==> config.mk <==
export PLATFORM = sky130hd
export DESIGN_NAME = uart_rx_fifo_flat
export DESIGN_NICKNAME = d
export VERILOG_FILES = /design/src/rtl/uart_pkg.sv /design/src/rtl/uart_rx_fifo_if.sv /design/src/rtl/uart_fifo_ctrl.sv /design/src/rtl/uart_rx_fifo.sv /design/src/flat_wrapper.sv
export SDC_FILE = /design/constraint.sdc
export NUM_CORES = 1
export LEC_CHECK = 0
export BUFFER_PORTS_ARGS = -buffer_cell sky130_fd_sc_hd__buf_2
export CELL_PAD_IN_SITES_DETAIL_PLACEMENT = 1
export CELL_PAD_IN_SITES_GLOBAL_PLACEMENT = 1
export CORE_MARGIN = 5
export CORE_UTILIZATION = 48
export DETAILED_ROUTE_END_ITERATION = 16
export PLACE_DENSITY = 0.8
export RECOVER_POWER = 25
export SYNTH_ARGS = -nofsm -noshare
export SYNTH_HDL_FRONTEND = slang
export SYNTH_HIERARCHICAL = 1
export SYNTH_SLANG_ARGS = --single-unit
==> constraint.sdc <==
create_clock -name clk -period 2.3 [get_ports clk]
set_input_delay 0.345 -clock clk [delete_from_list [all_inputs] [get_ports clk]]
set_output_delay 0.345 -clock clk [all_outputs]
set_load 0.1 [all_outputs]
==> src/rtl/uart_pkg.sv <==
// Shared UART types and sizing constants used by the receiver,
// the RX FIFO and the future transmitter.
package uart_pkg;

   localparam int UART_DBIT        = 8;
   localparam int UART_FIFO_ADDR_W = 4;

   typedef logic [UART_DBIT-1:0] uart_byte_t;

endpackage

==> src/rtl/uart_rx_fifo_if.sv <==
// RX FIFO bus: push side (wr/w_data), pop side (rd/r_data) and status.
// master = receiver/consumer side, slave = the FIFO.
// Optional UART_RX_FIFO_OVF_EN adds ovf / ovf_clr.
interface uart_rx_fifo_if
   import uart_pkg::*;
#(
   parameter int DBIT   = UART_DBIT,
   parameter int ADDR_W = UART_FIFO_ADDR_W
);

   logic              wr;
   logic [DBIT-1:0]   w_data;
   logic              rd;
   logic [DBIT-1:0]   r_data;
   logic              empty;
   logic              full;
   logic [ADDR_W:0]   count;
`ifdef UART_RX_FIFO_OVF_EN
   logic              ovf;
   logic              ovf_clr;

   modport master (
      output wr,
      output w_data,
      output rd,
      output ovf_clr,
      input  r_data,
      input  empty,
      input  full,
      input  count,
      input  ovf
   );

   modport slave (
      input  wr,
      input  w_data,
      input  rd,
      input  ovf_clr,
      output r_data,
      output empty,
      output full,
      output count,
      output ovf
   );
`else
   modport master (
      output wr,
      output w_data,
      output rd,
      input  r_data,
      input  empty,
      input  full,
      input  count
   );

   modport slave (
      input  wr,
      input  w_data,
      input  rd,
      output r_data,
      output empty,
      output full,
      output count
   );
`endif

endinterface

==> src/rtl/uart_fifo_ctrl.sv <==
// FIFO control: pointers, occupancy count, empty/full flags, push/pop
// accept and (with UART_RX_FIFO_OVF_EN) the sticky overrun flag.
module uart_fifo_ctrl
   import uart_pkg::*;
#(
   parameter int ADDR_W = UART_FIFO_ADDR_W
) (
   input  logic              clk,
   input  logic              reset,
   input  logic              i_wr,
   input  logic              i_rd,
`ifdef UART_RX_FIFO_OVF_EN
   input  logic              i_ovf_clr,
   output logic              o_ovf,
`endif
   output logic              o_push,
   output logic [ADDR_W-1:0] o_w_addr,
   output logic [ADDR_W-1:0] o_r_addr,
   output logic              o_empty,
   output logic              o_full,
   output logic [ADDR_W:0]   o_count
);

   localparam logic [ADDR_W:0] DEPTH = {1'b1, {ADDR_W{1'b0}}};

   logic [ADDR_W-1:0] r_w_ptr;
   logic [ADDR_W-1:0] r_r_ptr;
   logic [ADDR_W:0]   r_count;

   logic w_empty;
   logic w_full;
   logic w_push;
   logic w_pop;

   assign w_empty = (r_count == '0);
   assign w_full  = (r_count == DEPTH);

   // A pop in the same cycle frees the slot, so a push into a full
   // queue is still taken when rd is high.
   assign w_push = i_wr & (~w_full | i_rd);
   assign w_pop  = i_rd & ~w_empty;

   always_ff @(posedge clk) begin
      if (!reset) begin
         r_w_ptr <= '0;
         r_r_ptr <= '0;
         r_count <= '0;
      end else begin
         if (w_push)
            r_w_ptr <= r_w_ptr + 1'b1;
         if (w_pop)
            r_r_ptr <= r_r_ptr + 1'b1;
         case ({w_push, w_pop})
            2'b10:   r_count <= r_count + 1'b1;
            2'b01:   r_count <= r_count - 1'b1;
            default: r_count <= r_count;
         endcase
      end
   end

`ifdef UART_RX_FIFO_OVF_EN
   logic w_drop;
   logic r_ovf;

   assign w_drop = i_wr & w_full & ~i_rd;

   // Set has priority over clear so no overrun is ever lost.
   always_ff @(posedge clk) begin
      if (!reset)
         r_ovf <= 1'b0;
      else if (w_drop)
         r_ovf <= 1'b1;
      else if (i_ovf_clr)
         r_ovf <= 1'b0;
   end

   assign o_ovf = r_ovf;
`endif

   assign o_push   = w_push;
   assign o_w_addr = r_w_ptr;
   assign o_r_addr = r_r_ptr;
   assign o_empty  = w_empty;
   assign o_full   = w_full;
   assign o_count  = r_count;

endmodule

==> src/rtl/uart_rx_fifo.sv <==
// UART receive byte FIFO, first-word-fall-through, 2^ADDR_W deep.
// Ports: clk, reset (sync, active-low), bus (uart_rx_fifo_if.slave).
// Define UART_RX_FIFO_OVF_EN to get the sticky ovf flag and ovf_clr.
module uart_rx_fifo
   import uart_pkg::*;
#(
   parameter int DBIT   = UART_DBIT,
   parameter int ADDR_W = UART_FIFO_ADDR_W
) (
   input  logic           clk,
   input  logic           reset,
   uart_rx_fifo_if.slave  bus
);

   localparam int DEPTH = 1 << ADDR_W;

   logic [DBIT-1:0]   r_mem [DEPTH];

   logic              w_push;
   logic [ADDR_W-1:0] w_w_addr;
   logic [ADDR_W-1:0] w_r_addr;
   logic              w_empty;
   logic              w_full;
   logic [ADDR_W:0]   w_count;

   uart_fifo_ctrl #(
      .ADDR_W    (ADDR_W)
   ) u_ctrl (
      .clk       (clk),
      .reset     (reset),
      .i_wr      (bus.wr),
      .i_rd      (bus.rd),
`ifdef UART_RX_FIFO_OVF_EN
      .i_ovf_clr (bus.ovf_clr),
      .o_ovf     (bus.ovf),
`endif
      .o_push    (w_push),
      .o_w_addr  (w_w_addr),
      .o_r_addr  (w_r_addr),
      .o_empty   (w_empty),
      .o_full    (w_full),
      .o_count   (w_count)
   );

   // Storage is deliberately not reset; stale entries are masked
   // by the empty gate on r_data.
   always_ff @(posedge clk) begin
      if (w_push)
         r_mem[w_w_addr] <= bus.w_data;
   end

   assign bus.r_data = w_empty ? '0 : r_mem[w_r_addr];
   assign bus.empty  = w_empty;
   assign bus.full   = w_full;
   assign bus.count  = w_count;

endmodule

==> src/flat_wrapper.sv <==
// flat-port wrapper written by rule: the top's interface ports become plain ports
module uart_rx_fifo_flat import uart_pkg::*;
#(
   parameter int DBIT   = UART_DBIT,
   parameter int ADDR_W = UART_FIFO_ADDR_W
)
  (clk, reset, bus_wr, bus_w_data, bus_rd, bus_r_data, bus_empty, bus_full, bus_count);
  uart_rx_fifo_if #(.DBIT(DBIT), .ADDR_W(ADDR_W)) bus_i ();
  input  logic clk;
  input  logic reset;
  input wire logic [$bits(bus_i.wr)-1:0] bus_wr;
  input wire logic [$bits(bus_i.w_data)-1:0] bus_w_data;
  input wire logic [$bits(bus_i.rd)-1:0] bus_rd;
  output wire logic [$bits(bus_i.r_data)-1:0] bus_r_data;
  output wire logic [$bits(bus_i.empty)-1:0] bus_empty;
  output wire logic [$bits(bus_i.full)-1:0] bus_full;
  output wire logic [$bits(bus_i.count)-1:0] bus_count;
  assign bus_i.wr = bus_wr;
  assign bus_i.w_data = bus_w_data;
  assign bus_i.rd = bus_rd;
  assign bus_r_data = bus_i.r_data;
  assign bus_empty = bus_i.empty;
  assign bus_full = bus_i.full;
  assign bus_count = bus_i.count;
  uart_rx_fifo #(.DBIT(DBIT), .ADDR_W(ADDR_W)) u_core (.clk(clk), .reset(reset), .bus(bus_i));
endmodule
==> out/results.txt, run 1 <==
The flow ran to the end, but the final reports show violations. The checks that failed: setup timing. The tools report the register-to-register setup slack as -0.48 ns.

Area of the core: 11900 um^2. The share of the clock period used by the worst path after layout came out at 122%. The kind of capture point of the worst setup path was a primary output. The termination of the worst setup path is bus_r_data[3]. For the final database, setup skew stands at 0.0145 ns. The most used flip-flop cell after synthesis is edfxtp_1.

The share of the Yosys chip area taken by registers is 71.2%. The die covers 14300 um^2. In this run the worst setup path begins at u_core/u_ctrl/o_count[2].

After detailed routing, the number of vias per cell comes to 5.93. The power per cell area is 1260 nW/um^2, and the vertical die dimension is 120 um. The area overhead of the layout relative to synthesis is 32.1%, and the via count of the first global-routing pass is 3729. The min-delay analysis places its worst path in the category in2reg. Data on the critical path arrives at its endpoint at 2.45 ns. The logs give 22.1% for the total global routing track utilization and 17 for the number of clock buffers inserted by TritonCTS. The I/O pin count is 27. The run gives 285 as the number of violations reported at the end of detailed-routing iteration 0. The area of the mapped netlist came out at 5760 um^2. The number of cells on the worst reg-to-reg path is 14.

Net switching is 36.2% of the power. The starting density of the core was 48.4%. Max-cap violations in this run came to 0. Combinational share of power: 41.8%. Count of yosys warnings during synthesis: 6.

The clock root buffer was clkbuf_16. The number of different library cells used by synthesis comes to 43. Synthesis produced 313 cells. The post-route netlist has 46.7% of its cells at a drive strength greater than 1.

The antenna violation net count after detailed routing is 0, and the largest buffer count on any clock path is 2. The clock input transition at the sequential cells of the worst setup and hold paths came out at 0.06 ns. After synthesis the netlist holds a flip-flop and latch count of 141. The tools report the insertion delay of the later-clocked pin in the worst-skew pair as 0.43 ns. The overall power consumption was 9.60 mW. The first TritonRoute pass finished after 5 iterations. For this run, design rule violations remaining after detail routing come to 0. Detailed routing inserted a total of 3388 vias. For this design the total switching power over the nets is 3.47 mW. The async set-or-reset flop fraction in the synthesized netlist is 0%. The worst setup path is launched from a flip-flop. Estimated wirelength of the detail-placed design: 9.28 mm. Setup violations remaining at the end of the flow were counted as 141. Entering global routing, the biggest net connects 18 pins. The number of nets in the layout is 430. The number of I/O port buffers works out to 26. Before CTS, the worst setup slack after placement is -0.161 ns. Relative slew slack: 53.6%.

For the design internal power, the log shows 6.13 mW. The critical path in this run is classified as reg2out. At the pin with the least slew margin, the transition time is 0.696 ns. Timing would allow up to 357 MHz. The final critical path time including I/O delays and setup is 2.80 ns. TritonCTS built the clock tree. The run gives 0 as the number of antenna violations at the first check in global routing. The worst-case setup margin in the final layout was -0.498 ns; the average instance area after synthesis was 18.4 um^2. From left edge to right edge, the die measures 120 um. The routed design has 15.1 mm of wire.

Data on the critical path is required at its endpoint by 1.96 ns. The final number of max-transition violations was 0; the final number of hold-violating endpoints was 0. The endpoint of the most critical register-to-register path was u_core/u_ctrl/o_count[3].

The fraction of power consumed by sequential logic is 31.0%, and the standard-cell row count is 40. The highest fanout seen on the critical path is 8, and the H-tree level count is 4. Global routing finished with a remaining overflow of 0. The startpoint identified for the worst register-to-register timing path is u_core/u_ctrl/o_count[2].

The placer's final routability congestion estimate is 0.818. Setup repair after global routing could not meet its margin everywhere. The number of nets handed over by synthesis was 332. For this design the static power due to leakage is 2.65 nW.

Per report_power, the clock group accounts for 27.2% of the total. The routed length per placed instance was 26.5 um; the number of synthesized flops with an enable pin was 128. 0 antenna diodes ended up in the layout.

Across the VDD grid, the largest voltage drop is 1.60 mV. The global-route wire length before repair is 22.8 mm. Clock sink total: 141.
-- cells in the mapped netlist (all sizes together), types with 5 or more instances --
master,instances,area [um^2]
a221o,5,50.1
and3,5,31.3
edfxtp,128,3840
xor2,5,43.8
nor3,5,25.0
a22oi,5,37.5
buf,9,81.3
dfxtp,13,260
a21oi,5,25.0
nor2,27,101
nand3,6,30.0
nand2,5,18.8
a22o,5,43.8
ha,6,75.1
mux2i,19,190
mux4,27,623
-- power groups by stage --
stage / Combinational (mW) / Clock, mW / Sequential (mW)
floorplan: 2.27 / 0 / 3.26
global placement: 3.32 / 0 / 3.01
detailed placement: 3.40 / 0 / 3.02
CTS: 3.94 / 2.64 / 2.97
global route: 4.19 / 2.78 / 2.99
finish: 4.01 / 2.61 / 2.98
-- cells in the final DEF (no fill, tap or decap), drive strengths merged, types with 6 or more instances in the layout --
cell type  synthesis  routed
buf                9      87
clkbuf             3      22
clkinv             1      12
dfxtp             13      13
edfxtp           128     128
ha                 6       6
mux2i             19      19
mux4              27      27
nand3              6       6
nor2              27      27
-- layout make-up --
cell class	count	area, um^2
fillers	1045	4300
flip-flops and latches	141	4120
multi-input cells	156	1840
repair buffers	91	893
clock buffers	19	433
well taps	147	184
clock inverters	13	126
inverters	4	15.0
-- worst max-delay path: stages (launching register included) --
cell	delay, ns
dfxtp_4	0.34
or4_4	0.56
nor2_4	0.19
nor2_2	0.12
a22o_1	0.24
a221o_4	0.40
buf_8	0.18
-- worst min path at each step --
stage | end | cells past startpoint | from
after global placement | u_core/u_ctrl/o_w_addr[3] | 2 | u_core/u_ctrl/o_w_addr[3]
final | u_core/u_ctrl/o_count[4] | 3 | reset
after floorplan | u_core/r_mem[0][0] | 0 | bus_w_data[0]
after detailed placement | u_core/u_ctrl/o_w_addr[3] | 2 | u_core/u_ctrl/o_w_addr[3]
after global routing | u_core/u_ctrl/o_count[4] | 3 | reset
after CTS | u_core/u_ctrl/o_count[4] | 3 | reset
-- cells by family after synthesis --
kind of cell / count (synthesis) / synth area share [%]
AO/OA/AOI/OAI: 33 / 4.67
buffers and inverters: 16 / 1.87
AND/OR/NAND/NOR: 64 / 5.60
XOR/XNOR: 6 / 0.912
multiplexers: 46 / 14.1
flip-flops: 141 / 71.2
adder cells (fa/ha/maj): 7 / 1.65
-- sequential cells by signal, indices dropped and copies added, names as in the netlist --
signal                  flops
u_core/r_mem              128
u_core/u_ctrl/o_count       5
u_core/u_ctrl/o_r_addr      4
u_core/u_ctrl/o_w_addr      4
-- per-layer routing --
layer / GRT usage [%] / wire length, um / vias to the layer above
li1: - / - / 1470
met1: 28.6 / 6230 / 1783
met2: 36.3 / 7800 / 104
met3: 5.61 / 650 / 31
met4: 8.30 / 459 / 0
met5: 0 / 0 / -
-- timing repair --
item                                    CTS  global route
hold buffers                              0             0
buffers inserted                         10             4
gates cloned                              1             0
pin swaps                                 5             6
endpoints found under the setup margin   28           143
gates resized for setup                  47            24
-- metrics by stage --
stage,setup TNS (ns),area [um^2],std cells,hold slack (ns),utilization [%]
finish,-48.40,7610,571,0.249,63.9
global route,-56.89,7610,571,0.265,63.9
CTS,-29.03,7500,568,0.237,62.9
detailed placement,-2.02,6630,525,0.536,55.6
global placement,-1.29,6630,525,0.508,55.6
floorplan,-5.53,5940,313,0.444,-
Note: power is estimated with default switching activity, not from simulation.
==> run 2: changes to the inputs <==
- PLACE_DENSITY: 0.8 -> default
- PLACE_DENSITY_LB_ADDON: default -> 0.1
==> out/results.txt, run 2 (synthesis gave the netlist of run 1 again) <==
The flow ran to the end, but the final reports show violations. The checks that failed: setup timing. The worst-case setup margin in the final layout was -0.508 ns. The placer's final routability congestion estimate came out at 0.777. The number of placed instances, taps included, is 510. The vias after detailed routing was 3171. The final critical path time including I/O delays and setup came out at 2.81 ns.

TritonCTS built the clock tree. Number of clock buffers inserted by TritonCTS: 17. Counting flops per register, the top entry is u_core/r_mem. The most common library cell in the layout ignoring fill and taps is edfxtp_1. In this run the register-to-register setup slack is -0.31 ns.

H-tree level count: 4. The tool flagged a number of max-cap violations equal to 0. After routing, the total negative slack on setup checks comes to -17.05 ns. Before antenna repair, the detailed router went through 4 iterations. The area growth from synthesis to layout is 30.2%. The final number of max-transition violations was 0.

After detailed routing, the average wire length per cell comes to 23.9 um. Across the routed clock network, the largest skew measured is 0.00815 ns. The number of antenna diodes in the final layout is 0.

The startpoint of the worst setup timing path is u_core/u_ctrl/o_count[3]. The insertion delay of the later-clocked pin in the worst-skew pair is 0.41 ns, and the fraction of layout cells with a size suffix above 1 is 44.7%. In the layout the commonest cells are edfxtp_1 (128), buf_4 (35), mux4_2 (23). For the leakage power figure, the log shows 2.53 nW. The number of cells on the worst hold path came out at 2. 27 I/O pins were placed. The via count of the first global-routing pass came out at 3351. The register with the most flip-flops in the layout has 128 of them.

The initial utilization of the core area, before any placement, comes to 48.4%. The overall power consumption is 9.61 mW. The worst register-to-register path begins at u_core/u_ctrl/o_count[3]. The tools report the number of violations reported at the end of detailed-routing iteration 0 as 294. In this run the tightest slew margin relative to its limit is 55.5%. The tree is rooted in a clkbuf_16. Setup violations remaining at the end of the flow were counted as 134. Counting along the longest clock path gives a buffer depth of 2. The routed design has 13.2 mm of wire. Setup repair after global routing could not meet its margin everywhere.

The clock sink total came out at 141. For the final number of hold-violating endpoints, the log shows 0. The number of antenna violations at the first check in global routing is 0. At the end of the flow, the number of nets in the layout was 413.

The worst IR drop on VDD is 0.873 mV, and the chip width is 120 um. Entering global routing, the biggest net connects 17 pins. The clock input transition at the sequential cells of the worst setup and hold paths is 0.05 ns.

For this run, design rule violations remaining after detail routing come to 0. After floorplanning, the core was divided into 40 placement rows. The endpoint identified for the worst register-to-register timing path is u_core/u_ctrl/o_count[3]. Power per cell area: 1280 nW/um^2. The number of I/O port buffers works out to 26. Data on the critical path is required at its endpoint by 1.96 ns. The worst hold path belongs to the class in2reg.

Kind of critical path: reg2out. The total area inside the core boundary comes to 11900 um^2. The highest fanout seen on the critical path is 7. After legalization and detailed placement, the total HPWL measured 8.85 mm.

Following the worst setup path forward leads to its endpoint at bus_r_data[2]. The floorplan step defined a die boundary enclosing 14300 um^2. The share of the clock period used by the worst path after layout is 122%, and the number of buffers inserted by hold repair at cts is 0.

The maximum clock frequency was 356 MHz. The antenna violation net count after detailed routing is 0. STA puts the critical path data arrival time at 2.46 ns. Global routing used 19.4% of the available tracks across all layers. OpenSTA, run right after detailed placement, puts the worst setup slack at -0.227 ns. Number of vias per cell: 5.72. The kind of capture point of the worst setup path was a primary output. The depth of the most critical reg-to-reg path came out at 12. At the pin with the least slew margin, the transition time is 0.667 ns.

STA classifies the critical path startpoint as a flip-flop. For this run, the number of standard cells in the final layout without fillers is 554. The vertical die dimension works out to 120 um. The run gives 0 as the total overflow reported by the global router. The global-route wire length before repair was 20.1 mm.
## run 2: changes by cell type in the layout (fill, tap and decap cells not counted), sizes merged
cell / change
buf: -16
inv: +1
clkbuf: +3
bufbuf: -1
clkinvlp: +3
clkinv: -7
## run 2: metrics by stage
stage | utilization, % | hold slack, ns | cell area [um^2]
global route | 63.0 | 0.252 | 7500
finish | 63.0 | 0.259 | 7500
global placement | 54.9 | 0.509 | 6540
detailed placement | 54.9 | 0.531 | 6540
floorplan | - | 0.444 | 5940
CTS | 61.5 | 0.234 | 7320
## run 2: critical path, cell delays in order, from the launching register on
cell	delay [ns]
dfxtp_4	0.34
or4_4	0.55
nor2_4	0.24
nor2b_4	0.10
a22o_1	0.24
a221o_4	0.40
buf_12	0.17
## run 2: metal layers
metal	track usage [%]	vias to the layer above	share of wire [%]
met5	0	-	0
met4	6.94	0	1.9
met3	4.52	17	3.0
met2	32.1	55	52
met1	25.3	1659	43
li1	-	1440	-
## run 2: layout make-up
| type | count | area, um^2 |
|---|---|---|
| Fill cell | 1016 | 4410 |
| Inverter | 4 | 15.0 |
| Timing Repair Buffer | 74 | 729 |
| Tap cell | 147 | 184 |
| Multi-Input combinational cell | 156 | 1870 |
| Sequential cell | 141 | 4130 |
| Clock inverter | 10 | 115 |
| Clock buffer | 22 | 464 |
## run 2: where the power goes
group	switching, mW	total [mW]	leakage, nW	internal [mW]
registers	0.0661	2.97	1.27	2.90
logic	2.35	4.01	0.990	1.66
clock network	0.978	2.63	0.277	1.65
total	3.39	9.61	2.53	6.22
## run 2: how the worst min path moves through the flow
| stage | startpoint | endpoint | slack, ns |
|---|---|---|---|
| after floorplan | bus_w_data[0] | u_core/r_mem[0][0] | 0.44 |
| after global placement | u_core/u_ctrl/o_w_addr[3] | u_core/u_ctrl/o_w_addr[3] | 0.51 |
| after detailed placement | u_core/u_ctrl/o_w_addr[3] | u_core/u_ctrl/o_w_addr[3] | 0.53 |
| after CTS | reset | u_core/u_ctrl/o_r_addr[3] | 0.23 |
| after global routing | reset | u_core/u_ctrl/o_r_addr[3] | 0.25 |
| final | reset | u_core/u_ctrl/o_r_addr[3] | 0.26 |
## run 2: timing repair
action	in CTS	in global routing
cloned	0	0
gates resized for setup	49	27
pin swaps	3	9
buffers inserted	2	12
endpoints found under the setup margin	60	86
==> run 3: changes to the inputs <==
- CORE_ASPECT_RATIO: default -> 0.9
- CTS_CLUSTER_SIZE: default -> 16
==> out/results.txt, run 3 (synthesis gave the netlist of run 1 again) <==
The final critical path time including I/O delays and setup works out to 2.78 ns. For this run, the slowest stage of the critical path takes 0.55 ns. Dividing the detail-routed wire length by the instance count gives 24.1 um. In this run the deepest clock path goes through 2 buffers. The tools report the number of nets in the layout as 427. For this block, the routed nets add up to 14.0 mm of wire. For the insertion delay of the later-clocked pin in the worst-skew pair, the log shows 0.41 ns. The library cell used most frequently in the layout, excluding fill and tap cells, is edfxtp_1. The logs give 20.3% for the total global routing track utilization and 8.78 mm for the estimated wirelength of the detail-placed design. The run finished, with violations left.

The vertical die dimension was 114 um. The leakage power figure came out at 2.60 nW. The I/O pin count is 27. The die is 126 um wide. Total overflow reported by the global router: 0. The final non-filler cell total is 581.

Measured on the finished design, the core utilization comes to 63.9%. The count of antenna diodes in the layout is 0, and the data arrival at the endpoint of the critical path is 2.43 ns. The via count of the first global-routing pass is 3482, and the antenna violation net count after detailed routing is 0. Hold is met by 0.264 ns. The register-to-register setup slack is -0.43 ns. The area overhead of the layout relative to synthesis works out to 31.8%. The kind of critical path was reg2out. Final design instance area without fill: 7600 um^2. The highest-delay cell along the critical path was or4_4. Before antenna repair, the detailed router went through 4 iterations. The area of the core came out at 11900 um^2. In this run, CTS created clock tree buffers numbering 17. The final-layout fill cell count is 1025, and the final number of hold-violating endpoints is 0.

The run gives 54.9% as the relative slew slack. The critical path goes through or4_4, nor2_4, nor2_2, a22o_1, a221o_4, buf_8. The logs give 143 for the final setup violation count and 1.96 ns for the data required time of the worst path. The worst-case setup margin in the final layout came out at -0.479 ns.

The first global-routing pass estimated 21.3 mm of wire. After clock tree synthesis, the clock-pin slew on the worst setup and hold paths is 0.05 ns. Leaving out fill and tap cells, the most frequent cells in the layout are edfxtp_1 (128), buf_4 (41), mux4_2 (23). For the H-tree level count, the log shows 4.

The final reports fail on setup timing. For this configuration, the core starts out at a cell density of 48.5%. The register with the most flip-flops in the layout has 128 of them. The standard-cell row count was 38. After detailed routing, the number of remaining DRC violations is 0. Hold repair after CTS inserted 0 buffers. After detailed routing, the number of vias per cell comes to 5.64. Entering global routing, the biggest net connects 22 pins. u_core/r_mem holds more flip-flops than any other register. The final critical path takes up 121% of the cycle. The setup slack after placement is -0.183 ns. The worst setup path is captured at a primary output. The tools report the worst IR drop on VDD as 1.05 mV.

The cell count after placement was 532; the area enclosed by the die boundary was 14300 um^2. Setup total negative slack on the finished layout was measured at -31.66 ns. The number of antenna violations at the first check in global routing is 0.

The min-delay analysis places its worst path in the category in2reg. The run gives 3279 as the vias after detailed routing. Total power for the finished layout comes to 9.50 mW.

CTS placed an instance of clkbuf_16 at the clock tree root. TritonCTS built the clock tree. The congestion estimate from routability-driven global placement came to 0.768. At the pin with the least slew margin, the transition time is 0.676 ns. For this block, the initial DRC count from the detailed router was 268.

The clock sink total is 141, and the number of maximum-capacitance constraint violations is 0. The maximum clock frequency was 360 MHz. In this run the worst path has a maximum fanout of 8. The tools report the element type at the critical path start as a flip-flop.

Final number of max-transition violations: 0. Between clock sinks in the finished design, the worst skew comes to 0.00960 ns. The number of I/O port buffers was 26; the power per cell area was 1250 nW/um^2. Setup repair after global routing could not meet its margin everywhere. The fraction of layout cells with a size suffix above 1 came out at 44.2%.

Summing all placed instances gives a cell area of 6600 um^2.
-- run 3: cell count changes in the layout (fill, tap and decap cells not counted), moves of 2 or more --
cell      previous run  this run
buf_6                8        16
buf_4               35        41
buf_12              15        10
clkinv_1             1         6
buf_8                0         4
clkbuf_1             6         8
clkbuf_8             2         0
nor2_1              11        13
nor2_2               4         2
-- run 3: routing by layer --
metal / global-route usage, % / wire [um]
met5: 0 / 0
met4: 5.20 / 56
met3: 4.78 / 721
met2: 33.7 / 7250
met1: 27.4 / 5990
-- run 3: repair_timing --
action | CTS | global route
setup buffers | 12 | 6
pin swaps | 8 | 9
gates cloned | 0 | 1
gates resized for setup | 55 | 21
endpoints found under the setup margin | 85 | 143
-- run 3: critical path: cells and delay by family, from the launching register on --
family                 cells  cell delay (ns)
buffers and inverters      1             0.18
flip-flops                 1             0.34
AND/OR/NAND/NOR            3             0.86
AO/OA/AOI/OAI              2             0.65
-- run 3: worst paths after layout --
path,startpoint,endpoint,cells past startpoint
max reg2reg,u_core/u_ctrl/o_count[2],u_core/u_ctrl/o_count[4],13
min,reset,u_core/u_ctrl/o_r_addr[3],2
min reg2reg,u_core/u_ctrl/o_w_addr[3],u_core/u_ctrl/o_w_addr[3],2
max,u_core/u_ctrl/o_count[2],bus_r_data[0],6
-- run 3: layout make-up --
type	count	area, um^2	share of cell area (%)
Multi-Input combinational cell	156	1860	24.5
Clock inverter	11	104	1.37
Tap cell	160	200	2.64
Inverter	4	15.0	0.198
Timing Repair Buffer	88	848	11.2
Clock buffer	21	440	5.80
Sequential cell	141	4120	54.3
-- run 3: where the power goes --
group	switching, mW	total (mW)	internal (mW)	leakage, nW
Sequential	0.0730	2.98	2.91	1.27
Combinational	2.34	3.97	1.64	1.07
Clock	0.978	2.55	1.57	0.258
